### src/rtl/fetch_sequencer.sv
// Fetch-stage control FSM: sequences PC write/select and fetch-latch load/flush
// across branch redirects, load-use stalls and imem wait states. Optional perf counters: FETCH_PERF_CNT_EN.
module fetch_sequencer #(
  parameter int                  ADDR_W       = 32,
  parameter logic [ADDR_W-1:0]   RESET_PC     = 32'h0000_0000,
  parameter int                  FLUSH_CYCLES = 1,
  parameter int                  CNT_W        = 16
) (
  input  logic              clk,
  input  logic              rst_n,
  input  logic              br_taken,
  input  logic [ADDR_W-1:0] br_target,
  input  logic              hazard_stall,
  input  logic              imem_ack,
  output logic              imem_req,
  output logic              pc_we,
  output logic              pc_sel,
  output logic [ADDR_W-1:0] redirect_pc,
  output logic              latch_en,
  output logic              latch_flush,
`ifdef FETCH_PERF_CNT_EN
  output logic [CNT_W-1:0]  stall_cycles,
  output logic [CNT_W-1:0]  flush_cycles,
`endif
  output logic              fetch_valid
);

  typedef enum logic [1:0] {
    BOOT  = 2'b00,
    RUN   = 2'b01,
    STALL = 2'b10,
    FLUSH = 2'b11
  } state_t;

  localparam logic [3:0] FLUSH_LAST = 4'(FLUSH_CYCLES - 1);

  state_t     state_r;
  state_t     state_nxt_s;
  logic [3:0] flush_cnt_r;
  logic       redirect_s;

  // State register
  always_ff @(posedge clk or negedge rst_n) begin
    if (!rst_n) begin
      state_r <= BOOT;
    end else begin
      state_r <= state_nxt_s;
    end
  end

  // Next-state and Mealy outputs; a taken branch outranks everything outside BOOT
  always_comb begin
    state_nxt_s = state_r;
    imem_req    = 1'b0;
    pc_we       = 1'b0;
    pc_sel      = 1'b0;
    latch_en    = 1'b0;
    latch_flush = 1'b0;
    redirect_s  = 1'b0;
    if (state_r == BOOT) begin
      pc_we       = 1'b1;
      pc_sel      = 1'b1;
      latch_flush = 1'b1;
      state_nxt_s = RUN;
    end else if (br_taken) begin
      latch_en    = 1'b1;
      latch_flush = 1'b1;
      redirect_s  = 1'b1;
      state_nxt_s = FLUSH;
    end else begin
      case (state_r)
        RUN: begin
          if (hazard_stall) begin
            state_nxt_s = STALL;
          end else if (!imem_ack) begin
            imem_req = 1'b1;
          end else begin
            imem_req = 1'b1;
            pc_we    = 1'b1;
            latch_en = 1'b1;
          end
        end
        STALL: begin
          if (hazard_stall) begin
            state_nxt_s = STALL;
          end else begin
            state_nxt_s = RUN;
          end
        end
        FLUSH: begin
          latch_en    = 1'b1;
          latch_flush = 1'b1;
          if (flush_cnt_r == FLUSH_LAST) begin
            pc_we  = 1'b1;
            pc_sel = 1'b1;
          end else begin
            pc_we  = 1'b0;
            pc_sel = 1'b0;
          end
          if (flush_cnt_r == 4'd0) begin
            state_nxt_s = RUN;
          end else begin
            state_nxt_s = FLUSH;
          end
        end
        default: begin
          state_nxt_s = BOOT;
        end
      endcase
    end
  end

  // Redirect address and flush bubble counter
  always_ff @(posedge clk or negedge rst_n) begin
    if (!rst_n) begin
      redirect_pc <= RESET_PC;
      flush_cnt_r <= 4'd0;
    end else if (redirect_s) begin
      redirect_pc <= br_target;
      flush_cnt_r <= FLUSH_LAST;
    end else if ((state_r == FLUSH) && (flush_cnt_r != 4'd0)) begin
      flush_cnt_r <= flush_cnt_r - 4'd1;
    end
  end

  // Fetch-latch validity; a flush always wins over a load
  always_ff @(posedge clk or negedge rst_n) begin
    if (!rst_n) begin
      fetch_valid <= 1'b0;
    end else if (latch_flush) begin
      fetch_valid <= 1'b0;
    end else if (latch_en) begin
      fetch_valid <= 1'b1;
    end
  end

`ifdef FETCH_PERF_CNT_EN
  logic stall_evt_s;
  logic flush_evt_s;

  assign stall_evt_s = (state_r == STALL) || ((state_r == RUN) && !imem_ack);
  assign flush_evt_s = (state_r == FLUSH);

  // Saturating performance counters
  always_ff @(posedge clk or negedge rst_n) begin
    if (!rst_n) begin
      stall_cycles <= '0;
      flush_cycles <= '0;
    end else begin
      if (stall_evt_s && (stall_cycles != {CNT_W{1'b1}})) begin
        stall_cycles <= stall_cycles + CNT_W'(1);
      end
      if (flush_evt_s && (flush_cycles != {CNT_W{1'b1}})) begin
        flush_cycles <= flush_cycles + CNT_W'(1);
      end
    end
  end
`endif

endmodule
### config.mk
export PLATFORM = sky130hd
export DESIGN_NAME = fetch_sequencer
export DESIGN_NICKNAME = d
export VERILOG_FILES = /design/src/rtl/fetch_sequencer.sv
export SDC_FILE = /design/constraint.sdc
export NUM_CORES = 1
export LEC_CHECK = 0
export CORE_MARGIN = 3
export CORE_UTILIZATION = 44
export CTS_CLUSTER_SIZE = 24
export DETAILED_ROUTE_END_ITERATION = 7
export HOLD_SLACK_MARGIN = 0.03
export PLACE_DENSITY_LB_ADDON = 0.3
export SYNTH_ARGS = -nofsm -noshare
export SYNTH_HDL_FRONTEND = slang
export SYNTH_SLANG_ARGS = --single-unit
### constraint.sdc
create_clock -name clk -period 2.85 [get_ports clk]
set_input_delay 0.57 -clock clk [delete_from_list [all_inputs] [get_ports clk]]
set_output_delay 0.57 -clock clk [all_outputs]
set_load 0.02 [all_outputs]
==> impl_metrics.ini <==
[logic_synthesis]
top_count_cell_post_synth = dfrtp_1
synth-main-ff-cell = dfrtp_1
async_flop_share = 1.00
synth-warning-count = 0
synth_simple_gate_area_frac = 0.0651
proportion_of_netlist_area_held_by_the_largest_area_contributor = 0.590
yosys-mux-area-fraction = 0.218
yosys-top-cells-area = dfrtp_1, mux2_2, buf_6
synth_xor_area_frac = 0.00530
synth-edff-count = 0
synth-compound-area-share = 0.0681
synthesis.area_per_instance_sq_um = 13.9
register_bit_count_reported_by_yosys = 39
net_count_after_synthesis = 157
netlist_top_cells_count = dfrtp_1, mux2_2, nand2_1, nor2_1
synth-adder-area-share = 0.00757
netlist_instances = 119
synth_sequential_area_ratio = 0.590
synth_area_sq_um = 1650
synthDistinctLibCells = 27
synthDominantAreaCellType = dfrtp_1
synth_top_family_by_area = multiplexers

[power]
p_switching_mw = 0.543
p_int_mw = 1.22
max-vdd-ir-drop_uv = 457
p_sw_frac = 0.308
power_density_nw_per_um2 = 703
seq_power_share = 0.408
comb_power_share = 0.352
pwr-share-clk = 0.241
cellLeakagePower_nw = 1.05

[global_route]
grt_start_max_net_pins = 40
congestion_overflow_gr = 0
track_usage = 0.182
antenna_found_initial = 0
first_pass_grt_wire_length_um = 5920
number_of_global_route_vias_before_repair = 1273

[drt]
initialDrtViolationCount = 39
drt_pre_antenna_iters = 4
post_drt_via_cell_ratio = 5.10
wire_per_inst_um = 15.5
detail-route-antenna-nets = 0
drt_drc_violations_left = 0
totalWireLength_um = 3740
route.vias.total = 1233

[clock_tree]
clock_tree.root_cell = clkbuf_8
number_of_clock_sinks = 39
post_cts_resized = 0
postCtsSetupBuffers = 0
clock_tree.buffer_depth = 2
clock_slew_at_the_register_clock_pins_of_the_worst_setup_and_hold_paths_ns = 0.06
cts_made_buffers = 5
tritoncts = yes
hold_buffers = 0
cts.htree.levels = 2
worst_skew_pair.late_latency_ns = 0.28

[critical_path]
minimum_setup_slack_among_reg_to_reg_paths_ns = 0.92
critical_path.endpoint = imem_req
timing.setup.critical_path_class = input port to primary output
required_ns = 2.28
worst_ep_arrival_ns = 2.16
reg2reg_depth = 2
crit-reg2reg-launch = state_r[1]$_DFFE_PN0P_
crit_path_end_kind = primary output
cp-start-kind = input port
worstSetupStartpoint = br_taken
cp_max_fo = 5
worst_r2r_endpoint = redirect_pc[23]$_DFFE_PN0P_

[finish]
syn_to_final_growth_pct = 51.5
n_antenna_cell = 0
nets = 234
layout-drive-gt1-share = 0.214
fin_util = 0.722

[sta]
max_freq_mhz = 366
maxSlewViolCount = 0
rsz0062_at_grt = no
timing.final.setup_violations = 0
min_period_over_period = 0.959
clock_skew_ns = 0.00384
finalCriticalPeriod_ns = 2.73
worst_slew_pin_slew_ns = 1.01
rel_slew_slack = 0.326
finalHoldViolCount = 0
tns_ns = 0

[run_status]
outcome = finished clean

[die]
core_area_sq_um = 3470
die_width_um = 67.3
top_level_ports = 75
height_of_the_die_um = 67.3
rows = 21
initial_utilization = 0.477
die-area_sq_um = 4530

[placement]
dp.final_hpwl_um = 2760
port-buffer-count = 74
place_congestion = 0.818

[flow_run]
timing.max_cap.violations = 0

[hold_path]
hold_class = input port to asynchronous set/reset pin
-- per-stage QoR --
step                instances  hold slack, ns  power, mW  setup slack (ns)  cell area, sq um
global route              242           0.438       1.86            0.0137              2500
CTS                       242           0.403       1.78             0.115              2500
finish                    242           0.380       1.76             0.116              2500
detailed placement        235           0.481       1.34             0.130              2400
floorplan                 119           0.274       1.05              1.01              1650
global placement          235           0.487       1.31             0.202              2400
-- how the worst min path moves through the flow --
| stage | cells after the start | endpoint |
|---|---|---|
| after global placement | 1 | redirect_pc[14]$_DFFE_PN0P_ |
| after global routing | 1 | redirect_pc[9]$_DFFE_PN0P_ |
| final | 1 | redirect_pc[9]$_DFFE_PN0P_ |
| after detailed placement | 1 | redirect_pc[22]$_DFFE_PN0P_ |
| after CTS | 1 | redirect_pc[15]$_DFFE_PN0P_ |
| after floorplan | 0 | fetch_valid$_DFFE_PN0P_ |
-- area by class of cell --
cell class,instances,area (sq um)
Sequential cell,39,976
Fill cell,264,965
Timing Repair Buffer,76,751
Multi-Input combinational cell,70,602
Clock buffer,6,72.6
Tap cell,46,57.6
Clock inverter,1,30.0
Inverter,4,15.0
-- metal layers --
| metal | part of all wire | track usage | vias to the layer above |
|---|---|---|---|
| met3 | 0.090 | 0.0666 | 10 |
| met5 | 0 | 0 | - |
| met1 | 0.38 | 0.199 | 593 |
| li1 | - | - | 573 |
| met2 | 0.51 | 0.317 | 57 |
| met4 | 0.017 | 0.0785 | 0 |
-- power by group through the flow --
stage	clock network (mW)	logic (mW)	registers, mW
2_1_floorplan	0	0.275	0.776
5_1_grt	0.465	0.665	0.728
3_3_place_gp	0	0.590	0.719
4_1_cts	0.440	0.620	0.717
3_5_place_dp	0	0.613	0.727
6_report	0.424	0.619	0.718
-- cell usage in the layout, fill, tap and decap left out, drive strengths merged, types with 3 or more instances in the layout --
cell,count
buf,3
clkdlybuf4s50,73
a21oi,4
o21ai,5
dfrtp,39
clkbuf,6
nor2,5
inv,4
nand2,5
mux2,32
-- cells by family after synthesis --
logic type / after synthesis
buffers and inverters: 10
and+or+nand+nor: 20
AOI/OAI and AO/OA: 16
DFF: 39
adders and majority gates: 1
xor gates and xnor gates: 1
muxes: 32
-- critical path, cell delays in order --
cell and delay [ns]:
clkdlybuf4s50_1 0.47, buf_4 0.19, nor2_1 0.17, and2_1 0.15, clkdlybuf4s50_1 0.61
-- flip-flops by register name, indices dropped and copies added, names as in the netlist --
| name | count |
|---|---|
| fetch_valid | 1 |
| redirect_pc | 32 |
| state_r | 2 |
| flush_cnt_r | 4 |
Power figures use the tool's default switching activity.
